$ cat src/rtl/pwm_irq_router.sv
// Interrupt router for the multi-channel PWM core: qualifies edge/level events, latches them
// as pending, and routes them through per-output masks to coalescing sticky interrupt lines.

module pwm_irq_out #(
    parameter int N_SRC = 8,
    parameter int CNT_W = 8,
    parameter int ID_W  = 3
) (
    input  logic             clk,
    input  logic             reset,
    input  logic [N_SRC-1:0] ev,
    input  logic [N_SRC-1:0] mask,
    input  logic [N_SRC-1:0] pending,
    input  logic [CNT_W-1:0] thresh,
    input  logic             ack,
    output logic             irq_out,
    output logic             overrun,
    output logic [ID_W-1:0]  irq_id,
    output logic             irq_id_vld
);
    typedef enum logic [1:0] {IDLE = 2'd0, ASSERTED = 2'd1, OVERRUN = 2'd2} state_t;

    localparam logic [CNT_W:0] ONE = 1;

    state_t           state, state_nxt;
    logic [CNT_W-1:0] cnt, cnt_nxt;
    logic [CNT_W:0]   cnt_inc, thr_eff;
    logic             hit, fire;
    logic [N_SRC-1:0] pend_masked;
    logic [ID_W-1:0]  id_nxt;
    logic             vld_nxt;

    // One extra bit keeps cnt+1 from wrapping when the counter sits at its maximum.
    assign cnt_inc     = {1'b0, cnt} + ONE;
    assign thr_eff     = (thresh == '0) ? ONE : {1'b0, thresh};
    assign hit         = |(ev & mask);
    assign fire        = hit && (cnt_inc >= thr_eff);
    assign pend_masked = pending & mask;

    always_comb begin
        cnt_nxt = cnt;
        if (fire)
            cnt_nxt = '0;
        else if (hit)
            cnt_nxt = cnt_inc[CNT_W-1:0];
    end

    always_comb begin
        state_nxt = state;
        case (state)
            IDLE:     if (fire) state_nxt = ASSERTED;
            ASSERTED: begin
                if (fire)     state_nxt = ack ? ASSERTED : OVERRUN;
                else if (ack) state_nxt = IDLE;
            end
            OVERRUN:  begin
                if (fire)     state_nxt = ack ? ASSERTED : OVERRUN;
                else if (ack) state_nxt = IDLE;
            end
            default:  state_nxt = IDLE;
        endcase
    end

    // Descending scan so the lowest set index is the last to be written.
    always_comb begin
        id_nxt  = '0;
        vld_nxt = 1'b0;
        for (int i = N_SRC - 1; i >= 0; i--) begin
            if (pend_masked[i]) begin
                id_nxt  = ID_W'(i);
                vld_nxt = 1'b1;
            end
        end
    end

    always_ff @(posedge clk or posedge reset) begin
        if (reset) begin
            state      <= IDLE;
            cnt        <= '0;
            irq_id     <= '0;
            irq_id_vld <= 1'b0;
        end else begin
            state      <= state_nxt;
            cnt        <= cnt_nxt;
            irq_id     <= id_nxt;
            irq_id_vld <= vld_nxt;
        end
    end

    assign irq_out = (state != IDLE);
    assign overrun = (state == OVERRUN);
endmodule

module pwm_irq_router #(
    parameter int N_SRC = 8,
    parameter int N_OUT = 2,
    parameter int CNT_W = 8,
    parameter int ID_W  = 3
) (
    input  logic                   clk,
    input  logic                   reset,
    input  logic [N_SRC-1:0]       irq_src,
    input  logic [N_SRC-1:0]       edge_mode,
    input  logic [N_OUT*N_SRC-1:0] route_mask,
    input  logic [N_OUT*CNT_W-1:0] coal_thresh,
    input  logic [N_SRC-1:0]       pend_clr,
    input  logic [N_OUT-1:0]       ack,
    output logic [N_OUT-1:0]       irq_out,
    output logic [N_OUT-1:0]       overrun,
    output logic [N_SRC-1:0]       pending,
    output logic [N_OUT*ID_W-1:0]  irq_id,
    output logic [N_OUT-1:0]       irq_id_vld
);
    logic [N_SRC-1:0] src_d, ev;

    // Level sources ignore history, so masking src_d by edge_mode covers both modes.
    assign ev = irq_src & ~(src_d & edge_mode);

    always_ff @(posedge clk or posedge reset) begin
        if (reset) begin
            src_d   <= '0;
            pending <= '0;
        end else begin
            src_d   <= irq_src;
            pending <= (pending & ~pend_clr) | ev;
        end
    end

    for (genvar k = 0; k < N_OUT; k++) begin : g_out
        pwm_irq_out #(.N_SRC(N_SRC), .CNT_W(CNT_W), .ID_W(ID_W)) u_out (
            .clk        (clk),
            .reset      (reset),
            .ev         (ev),
            .mask       (route_mask[k*N_SRC +: N_SRC]),
            .pending    (pending),
            .thresh     (coal_thresh[k*CNT_W +: CNT_W]),
            .ack        (ack[k]),
            .irq_out    (irq_out[k]),
            .overrun    (overrun[k]),
            .irq_id     (irq_id[k*ID_W +: ID_W]),
            .irq_id_vld (irq_id_vld[k])
        );
    end
endmodule
$ cat config.mk
export PLATFORM = sky130hd
export DESIGN_NAME = pwm_irq_router
export DESIGN_NICKNAME = d
export VERILOG_FILES = /design/src/rtl/pwm_irq_router.sv
export SDC_FILE = /design/constraint.sdc
export NUM_CORES = 1
export LEC_CHECK = 0
export BUFFER_PORTS_ARGS = -buffer_cell sky130_fd_sc_hd__buf_2
export CAP_MARGIN = 25
export CORE_ASPECT_RATIO = 0.7
export CORE_MARGIN = 5
export CORE_UTILIZATION = 40
export DETAILED_ROUTE_END_ITERATION = 12
export PLACE_DENSITY_LB_ADDON = 0.3
export REMOVE_ABC_BUFFERS = 1
export SLEW_MARGIN = 20
export SYNTH_ARGS = -nofsm -noshare
export SYNTH_HDL_FRONTEND = slang
export SYNTH_SLANG_ARGS = --single-unit
export TNS_END_PERCENT = 100
$ cat constraint.sdc
create_clock -name clk -period 7 [get_ports clk]
set_input_delay 1.4 -clock clk [delete_from_list [all_inputs] [get_ports clk]]
set_output_delay 1.4 -clock clk [all_outputs]
set_load 0.01 [all_outputs]
==> flow_metrics.tcl, run 1 <==
set metrics [dict create \
    synthDistinctLibCells 48 \
    synth_top_area_frac 0.396 \
    drv_slew 0 \
    fp.dieArea_um2 8750 \
    dp_hpwl_um 5160 \
    min-delay-start "g_out[0].u_out.cnt[7]$_DFFE_PP0P_" \
    crit_fanout 10 \
    critical_path_class "in -> reg" \
    via_count 2402 \
    placed_cell_area_um2 3220 \
    synth_warnings 0 \
    multiInputGateArea_um2 1490 \
    clock_sinks 44 \
    grt_overflow 0 \
    yosysSeqAreaShare 0.396 \
    final_antenna_net_count 0 \
    htreeDepth 2 \
    hold_path.class "reg -> reg" \
    dieHeight_um 79.8 \
    hold_depth 2 \
    drive_above_1_share 0.266 \
    leakagePower_nw 1.76 \
    clockBufferDepth 2 \
    gr-usage-all-layers 0.153 \
    clk_latency_ps 290 \
    synthesis.area_um2 2780 \
    synth_edf_count 0 \
    core_um2 6760 \
    async_flop_share 1.00 \
    viasPerCell 5.15 \
    fin_setup_tns_ps 0 \
    comb_power_share 0.409 \
    finalHoldViolCount 0 \
    grt_start_max_net_pins 45 \
    fin_area_um2 3340 \
    avgSynthCellArea_um2 9.44 \
    yosys_most_used_dff "dfrtp_1" \
    min_period_ps 3200 \
    slew-limit-headroom 0.620 \
    yosys-top-cells-count "dfrtp_1 (44), inv_1 (32), nand2_1 (32)" \
    wl_um 6400 \
    syn_to_final_growth_pct 20.0 \
    cp.arrival_ps 3420 \
    p_sw_mw 0.342 \
    crit_path_start "coal_thresh[5]" \
    ios 80 \
    place_congestion 0.836 \
    antenna_found_initial 0 \
    r2r_slack_ps 3920 \
    hold-path-endpoint "g_out[0].u_out.cnt[7]$_DFFE_PP0P_" \
    seqPwrFrac 0.411 \
    p_int_mw 0.569 \
    drt_pass1_iterations 4 \
    powerDensity_nw_per_um2 272 \
    rows 25 \
    min_period_over_period 0.457 \
    synth_top_area_cell "dfrtp_1" \
    nets 455 \
    reg2regPathDepth 10 \
    cp_cell_sequence "buf_2, nor4_1, a41o_1, ha_1, nand2b_1, a31oi_1, o21a_1, or4b_1, o21ai_0" \
    r2r_start "g_out[0].u_out.cnt[0]$_DFFE_PP0P_" \
    crit_buf_inv 1 \
    crit_path_top_delay_cell "or4b_1" \
    setup_viol 0 \
    ys_ff_latch 44 \
    ir_worst_vdd_v 0.000134 \
    io_buffers 79 \
    cpLargestDelayFamily "simple AND/OR/NAND/NOR gates" \
    crit_path_start_kind "input pin" \
    wl_per_cell_um 13.7 \
    status "finished, final reports clean" \
    cp-end-kind "flip-flop" \
    p_sw_frac 0.376 \
    antenna_cells 0 \
    synth_most_common_cell "dfrtp_1" \
    tightest_slew_ps 570 \
    yosys-top-cells-area "dfrtp_1 (40%), ha_1 (11%), inv_1 (4.3%)" \
    synth_cells 295 \
    cts_tree "done" \
    cts_hold_buf 0 \
    rr_endpoint "g_out[0].u_out.cnt[5]$_DFFE_PP0P_" \
    critPathRequiredTime_ps 7220 \
    grt_pass1_vias 2268 \
    clkTransAtPathRegs_ps 90 \
    fill_cells 666 \
    seqCellArea_um2 1100 \
    finalClockSkew_ps 11.3 \
    grt_first_pass_wirelength_um 10800 \
    clock.fmax_mhz 312 \
    post-cts-setup-buffers 0 \
    finalNonFillerCells 466 \
    ctsResizeCount 0 \
    rsz0062_at_grt "no" \
    initial_core_util 0.412 \
    pwr-share-clk 0.181 \
    root_buffer "clkbuf_8" \
    die_x_um 110 \
    cts_made_buffers 5 \
    drc 0 \
    drt_iter0_markers 94 \
    max_stage_delay_ps 460 \
    drv_cap 0 \
    dp.cells 457 \
]
==> metal layers <==
layer	part of all wire	global-route usage
met4	0.0022	0.0224
met2	0.46	0.239
met5	0	0
met3	0.060	0.0445
met1	0.48	0.214
==> layout by cell type (no fill, tap or decap), types with 2 or more instances in the layout <==
master | netlist | layout
nor3b_1 | 2 | 2
nor2b_1 | 4 | 4
a21oi_1 | 9 | 9
and4_1 | 4 | 4
o21ai_0 | 17 | 17
nand2b_1 | 10 | 10
a22o_1 | 4 | 4
nor2_1 | 2 | 2
ha_1 | 24 | 24
clkbuf_8 | 0 | 6
a32oi_1 | 4 | 4
clkinv_2 | 0 | 2
dfrtp_1 | 44 | 44
xor2_1 | 5 | 5
mux2i_1 | 2 | 2
a21boi_1 | 5 | 5
nand3_1 | 16 | 16
a41o_1 | 2 | 2
a32o_1 | 2 | 2
o2bb2ai_1 | 2 | 2
xnor2_1 | 7 | 7
a22oi_1 | 9 | 9
inv_1 | 32 | 31
nand3b_1 | 3 | 3
or2_2 | 4 | 4
nor3_1 | 3 | 3
a21o_1 | 12 | 12
a31oi_1 | 3 | 3
nand2_1 | 32 | 32
and3_1 | 4 | 4
nor4_1 | 2 | 2
or4b_1 | 2 | 2
buf_2 | 2 | 79
==> power by group through the flow <==
stage               clock [mW]  sequential (mW)  combinational [mW]
detailed placement           0            0.378               0.372
CTS                      0.170            0.374               0.375
global route             0.184            0.385               0.438
finish                   0.165            0.374               0.372
global placement             0            0.375               0.361
floorplan                    0            0.365               0.271
==> worst register-to-register path, cell delays in order, from the launching register on <==
cell      delay, ps
dfrtp_1         450
ha_1            260
nand3_1         190
nor3_1          320
xor2_1          190
ha_1            260
and3_4          160
a221oi_2        250
o21a_1          380
or4b_1          470
o21ai_0          80
==> final cells by class <==
class,instances,area share
Inverter,32,0.0359
Timing Repair Buffer,80,0.127
Clock buffer,6,0.0247
Tap cell,94,0.0352
Clock inverter,2,0.00300
Multi-Input combinational cell,208,0.445
Sequential cell,44,0.329
==> stage by stage <==
step           hold slack (ps)   util  setup WS [ps]  power (mW)
3_5_place_dp               523  0.477           3470       0.751
5_1_grt                    580  0.495           3580        1.01
2_1_floorplan              485      -           3820       0.636
6_report                   536  0.495           3800       0.911
4_1_cts                    542  0.491           3790       0.919
3_3_place_gp               506  0.477           3590       0.736
==> how the worst max path moves through the flow <==
stage	to	slack, ps	cells past startpoint
global placement	g_out[0].u_out.cnt[5]$_DFFE_PP0P_	3590	9
global route	g_out[0].u_out.cnt[5]$_DFFE_PP0P_	3580	10
detailed placement	g_out[0].u_out.cnt[5]$_DFFE_PP0P_	3470	9
finish	g_out[0].u_out.cnt[5]$_DFFE_PP0P_	3800	9
floorplan	g_out[0].u_out.cnt[5]$_DFFE_PP0P_	3820	8
CTS	g_out[0].u_out.cnt[5]$_DFFE_PP0P_	3790	9
==> sequential cells by signal, summed over array words and instances (netlist names) <==
| name | cells |
|---|---|
| g_out.u_out.state | 4 |
| g_out.u_out.irq_id | 6 |
| src_d | 8 |
| pending | 8 |
| g_out.u_out.cnt | 16 |
| g_out.u_out.irq_id_vld | 2 |
==> logic make-up after synthesis <==
group / count (synthesis) / synth area share
flip-flops: 44 / 0.396
AO/OA/AOI/OAI: 77 / 0.197
AND/OR/NAND/NOR: 93 / 0.184
multiplexers: 2 / 0.00719
adder cells (fa/ha/maj): 24 / 0.108
buffers and inverters: 43 / 0.0701
XOR/XNOR: 12 / 0.0378
No activity file was read; power rests on OpenSTA's default activity.
==> run 2, diff against run 1 <==
--- a/config.mk
+++ b/config.mk
@@ -5,6 +5,7 @@
 export SDC_FILE = /design/constraint.sdc
 export NUM_CORES = 1
 export LEC_CHECK = 0
+export ABC_AREA = 1
 export BUFFER_PORTS_ARGS = -buffer_cell sky130_fd_sc_hd__buf_2
 export CAP_MARGIN = 25
 export CORE_ASPECT_RATIO = 0.7
==> constraint.sdc (replaced) <==
create_clock -name clk -period 2.6 [get_ports clk]
set_input_delay 0.52 -clock clk [delete_from_list [all_inputs] [get_ports clk]]
set_output_delay 0.52 -clock clk [all_outputs]
set_load 0.01 [all_outputs]
==> flow_metrics.tcl, run 2 <==
set metrics [dict create \
    synth-adder-area-share 0.108 \
    finalClockSkew_ps 7.04 \
    clockBufferDepth 2 \
    die_x_um 110 \
    core_um2 6760 \
    cp-end-kind "flip-flop" \
    grt_use_met1 0.211 \
    cp.arrival_ps 2460 \
    antenna_cells 0 \
    reg_top3 "g_out.u_out.cnt: 16 flops, pending: 8 flops, src_d: 8 flops" \
    avgSynthCellArea_um2 8.01 \
    viasPerCell 4.64 \
    io_buffers 79 \
    wl_um 6540 \
    min_period_over_period 0.873 \
    cts_hold_buf 0 \
    globalRouteMet2Util 0.271 \
    final_antenna_net_count 0 \
    crit_path_start_kind "flip-flop" \
    place_congestion 0.899 \
    grt_overflow 0 \
    leakagePower_nw 1.94 \
    rsz0062_at_grt "no" \
    yosysSeqAreaShare 0.395 \
    drive_above_1_share 0.258 \
    final_common_cell "nand2_1" \
    drt_iter0_markers 89 \
    grt_start_max_net_pins 45 \
    critical_path_class "reg -> reg" \
    gr-usage-all-layers 0.162 \
    yosys_most_used_dff "dfrtp_1" \
    r2r_start "g_out[0].u_out.cnt[0]$_DFFE_PP0P_" \
    synthMuxAreaShare 0 \
    dieHeight_um 79.8 \
    drc 0 \
    synth_top_area_cell "dfrtp_1" \
    synth-simple-area-share 0.254 \
    via_count 2429 \
    synthDistinctLibCells 28 \
    ys_ff_latch 44 \
    r2r_slack_ps 330 \
    yosys-top-cells-count "nand2_1 (90), inv_1 (61), dfrtp_1 (44)" \
    synth_cells 348 \
    synth_most_common_cell "nand2_1" \
    initial_core_util 0.413 \
    clock.fmax_mhz 440 \
    nets 513 \
    reg2regPathDepth 16 \
    async_flop_share 1.00 \
    synth_edf_count 0 \
    root_buffer "clkbuf_8" \
    largest_register "g_out.u_out.cnt" \
    drv_cap 0 \
    synth-xor-area-share 0.0346 \
    synth_warnings 0 \
    powerDensity_nw_per_um2 788 \
    utilization 0.503 \
    synth_top_family_by_area "simple AND/OR/NAND/NOR gates" \
    grt_pass1_vias 2497 \
    grt_first_pass_wirelength_um 11200 \
    largest_reg_flops 16 \
    setup_viol 0 \
    synthesis.area_um2 2790 \
    rows 25 \
    gr-max-usage-layer "met2" \
    crit_fanout 5 \
    drt_pass1_iterations 4 \
    fp.dieArea_um2 8770 \
    syn_to_final_growth_pct 21.9 \
    clock_sinks 44 \
    hold_path.class "in -> async" \
    ir_worst_vdd_v 0.000380 \
    yosys-top-cells-area "dfrtp_1 (39%), nand2_1 (12%), ha_1 (11%)" \
    fin_setup_tns_ps 0 \
    drv_slew 0 \
    rr_endpoint "g_out[0].u_out.state[0]$_DFFE_PP0P_" \
    gr-usage-met3 0.0396 \
    antenna_found_initial 0 \
    ctsResizeCount 0 \
    finalHoldViolCount 0 \
    min_period_ps 2270 \
    tightest_slew_ps 423 \
    cts_tree "done" \
    clk_latency_ps 290 \
    ios 80 \
    dp_hpwl_um 5500 \
    layout_common_cells "nand2_1 (90), buf_2 (79), inv_1 (60), dfrtp_1 (44), nand3_1 (27)" \
    clkTransAtPathRegs_ps 80 \
    synth_compound_area_frac 0.108 \
    cts_made_buffers 5 \
    status "finished, final reports clean" \
    wl_per_cell_um 12.5 \
    critPathRequiredTime_ps 2790 \
    synth_top_area_frac 0.395 \
    slew-limit-headroom 0.715 \
    post-cts-setup-buffers 0 \
    htreeDepth 2 \
]
[run 2: logic make-up (layout without fill, tap and decap cells)]
| family | count (synthesis) | in the layout |
|---|---|---|
| simple gates | 151 | 151 |
| buf+inv | 69 | 151 |
| compound gates | 49 | 49 |
| flops | 44 | 44 |
| xor+xnor | 11 | 11 |
| fa+ha+maj | 24 | 24 |
[run 2: critical path, cell delays in order (launching register included)]
cell	delay, ps
dfrtp_1	440
ha_1	240
nand3_1	140
xor2_1	230
ha_1	280
nand2_1	70
inv_1	40
nand2_1	60
nand3_1	80
nand2_1	60
nand2_1	40
nand2_1	90
nand2_1	90
nand2_2	90
nand2_1	70
nand3_1	90
nand2_1	50
[run 2: metal layers]
| metal | share of wire | up-vias |
|---|---|---|
| li1 | - | 1269 |
| met1 | 0.48 | 1107 |
| met2 | 0.46 | 49 |
| met3 | 0.045 | 4 |
| met4 | 0.0069 | 0 |
| met5 | 0 | - |
[run 2: how the worst max path moves through the flow]
stage                                            startpoint                                   to  cells after the start
after floorplan           g_out[1].u_out.cnt[0]$_DFFE_PP0P_  g_out[1].u_out.state[0]$_DFFE_PP0P_                     13
after global placement                       coal_thresh[1]  g_out[0].u_out.state[0]$_DFFE_PP0P_                     16
after detailed placement                     coal_thresh[1]  g_out[0].u_out.state[0]$_DFFE_PP0P_                     16
after CTS                 g_out[0].u_out.cnt[0]$_DFFE_PP0P_  g_out[0].u_out.state[0]$_DFFE_PP0P_                     16
after global routing      g_out[0].u_out.cnt[0]$_DFFE_PP0P_  g_out[0].u_out.state[0]$_DFFE_PP0P_                     13
final                     g_out[0].u_out.cnt[0]$_DFFE_PP0P_  g_out[0].u_out.state[0]$_DFFE_PP0P_                     16
[run 2: power by group]
| part | switching [mW] | internal (mW) |
|---|---|---|
| sequential | 0.137 | 0.834 |
| combinational | 0.696 | 0.460 |
| clock | 0.233 | 0.314 |
| total | 1.07 | 1.61 |
[run 2: through the flow]
step	hold WS (ps)	instance area, um2	instances	total power, mW	setup WS (ps)
3_3_place_gp	528	3280	516	2.10	346
2_1_floorplan	502	2740	342	1.81	571
5_1_grt	257	3400	524	2.96	7.24
4_1_cts	249	3400	524	2.71	301
3_5_place_dp	540	3280	516	2.15	293
6_report	241	3400	524	2.68	329
[run 2: area by class of cell]
class	instances	area (um2)
Multi-Input combinational cell	235	1410
Clock inverter	2	38.8
Tap cell	94	118
Timing Repair Buffer	80	415
Inverter	63	236
Sequential cell	44	1100
Clock buffer	6	82.6
Fill cell	684	3360
==> run 3, diff against run 2 <==
--- a/config.mk
+++ b/config.mk
@@ -14,6 +14,8 @@
 export DETAILED_ROUTE_END_ITERATION = 12
 export PLACE_DENSITY_LB_ADDON = 0.3
 export REMOVE_ABC_BUFFERS = 1
+export SETUP_SLACK_MARGIN = 0.02
+export SKIP_LAST_GASP = 1
 export SLEW_MARGIN = 20
 export SYNTH_ARGS = -nofsm -noshare
 export SYNTH_HDL_FRONTEND = slang
==> constraint.sdc (replaced) <==
create_clock -name clk -period 2.73 [get_ports clk]
set_input_delay 0.546 -clock clk [delete_from_list [all_inputs] [get_ports clk]]
set_output_delay 0.546 -clock clk [all_outputs]
set_load 0.01 [all_outputs]
==> flow_metrics.tcl, run 3 (synthesis gave the netlist of run 2 again) <==
set metrics [dict create \
    status "finished, final reports clean" \
    hold_path.class "in -> async" \
    crit_fanout 5 \
    via_count 2397 \
    cts_hold_buf 0 \
    crit_path_top_delay_cell "dfrtp_1" \
    io_buffers 79 \
    viasPerCell 4.57 \
    die_x_um 110 \
    ir_worst_vdd_v 0.000349 \
    clk_latency_ps 290 \
    wl_um 6340 \
    initial_core_util 0.413 \
    core_um2 6760 \
    max_stage_delay_ps 410 \
    dieHeight_um 79.8 \
    utilization 0.498 \
    critical_path_class "reg -> reg" \
    drt_pass1_iterations 5 \
    ctsResizeCount 0 \
    grt_start_max_net_pins 22 \
    clock.fmax_mhz 451 \
    layout_common_cells "nand2_1 (90), buf_2 (79), inv_1 (60), dfrtp_1 (44), nand3_1 (27)" \
    final_antenna_net_count 0 \
    setup_viol 0 \
    critPathRequiredTime_ps 2920 \
    timing.critical_path.mode_cell "nand2_1" \
    fin_setup_tns_ps 0 \
    grt_pass1_vias 2342 \
    drv_slew 0 \
    grt_overflow 0 \
    root_buffer "clkbuf_8" \
    clock_sinks 44 \
    crit_path_start_kind "flip-flop" \
    cp-end-kind "flip-flop" \
    rows 25 \
    nets 514 \
    antenna_cells 0 \
    largest_reg_flops 16 \
    finalClockSkew_ps 8.65 \
    fin_area_um2 3370 \
    crit_buf_inv 1 \
    slew-limit-headroom 0.710 \
    cp.arrival_ps 2410 \
    place_congestion 0.921 \
    cpLargestDelayFamily "simple AND/OR/NAND/NOR gates" \
    leakagePower_nw 1.93 \
    reg_top3 "g_out.u_out.cnt: 16 flops, pending: 8 flops, src_d: 8 flops" \
    min_period_ps 2220 \
    fill_cells 663 \
    grt_first_pass_wirelength_um 10600 \
    dp_hpwl_um 5390 \
    r2r_slack_ps 510 \
    fp.dieArea_um2 8770 \
    rsz0062_at_grt "no" \
    placed_cell_area_um2 3270 \
    clkTransAtPathRegs_ps 90 \
    drv_cap 0 \
    wl_per_cell_um 12.1 \
    htreeDepth 2 \
    largest_register "g_out.u_out.cnt" \
    drc 0 \
    clockBufferDepth 2 \
    drive_above_1_share 0.260 \
    final_common_cell "nand2_1" \
    syn_to_final_growth_pct 20.8 \
    cts_made_buffers 5 \
    cts_tree "done" \
    cp_cell_sequence "ha_1, nand3_1, nor3_2, xor2_1, ha_1, nand2_1, inv_1, nand2_1, nand2_1, nand2_1, nand2_1, nand2_2, nand2_1, nand3_1, nand2_1" \
    powerDensity_nw_per_um2 723 \
    tightest_slew_ps 431 \
    gr-usage-all-layers 0.152 \
    min_period_over_period 0.813 \
    finalHoldViolCount 0 \
    ios 80 \
    post-cts-setup-buffers 0 \
    antenna_found_initial 0 \
    drt_iter0_markers 106 \
]
==> run 3: changes by cell type in the layout (fill, tap and decap cells not counted), sizes merged <==
cell	change
buf	+1
bufinv	-1
inv	+1
==> run 3: per-layer routing <==
layer	global-route usage	wire length [um]
met5	0	0
met1	0.217	3230
met3	0.0283	303
met2	0.239	2770
met4	0.0336	36
==> run 3: worst reg2reg max path, stage by stage, from the launching register on <==
cell and delay, ps:
dfrtp_1 410, ha_1 200, nand3_1 130, nor3_2 190, xor2_1 250, ha_1 280, nand2_1 60, inv_1 40
nand2_1 50, nand2_1 50, nand2_1 80, nand2_1 90, nand2_2 90, nand2_1 60, nand3_1 90, nand2_1 50
==> run 3: power by group <==
group	internal, mW	total [mW]	switching [mW]
registers	0.795	0.921	0.126
logic	0.434	1.09	0.655
clock network	0.207	0.426	0.219
==> run 3: per-stage QoR <==
stage          setup WS (ps)  instances  hold slack, ps  total power [mW]
4_1_cts                  478        525             259              2.47
3_5_place_dp             411        517             532              2.03
3_3_place_gp             446        517             527              2.00
5_1_grt                  206        525             273              2.69
2_1_floorplan            701        342             502              1.72
6_report                 510        525             244              2.44
==> run 3: worst paths after layout <==
check | startpoint | to | cells after the start
hold / removal | reset | src_d[1]$_DFF_PP0_ | 2
hold reg to reg | g_out[0].u_out.cnt[1]$_DFFE_PP0P_ | g_out[0].u_out.cnt[1]$_DFFE_PP0P_ | 2
min in group clk | irq_src[3] | src_d[3]$_DFF_PP0_ | 1
setup reg to reg | g_out[0].u_out.cnt[0]$_DFFE_PP0P_ | g_out[0].u_out.state[0]$_DFFE_PP0P_ | 15
max in group asynchronous | reset | pending[0]$_DFF_PP0_ | 3
setup / recovery | g_out[0].u_out.cnt[0]$_DFFE_PP0P_ | g_out[0].u_out.state[0]$_DFFE_PP0P_ | 15
==> run 3: final cells by class <==
class	instances	area [um2]	share of cell area
Multi-Input combinational cell	235	1410	0.417
Inverter	63	236	0.0702
Clock inverter	2	13.8	0.00409
Timing Repair Buffer	81	410	0.122
Clock buffer	6	82.6	0.0245
Sequential cell	44	1100	0.327
Tap cell	94	118	0.0349
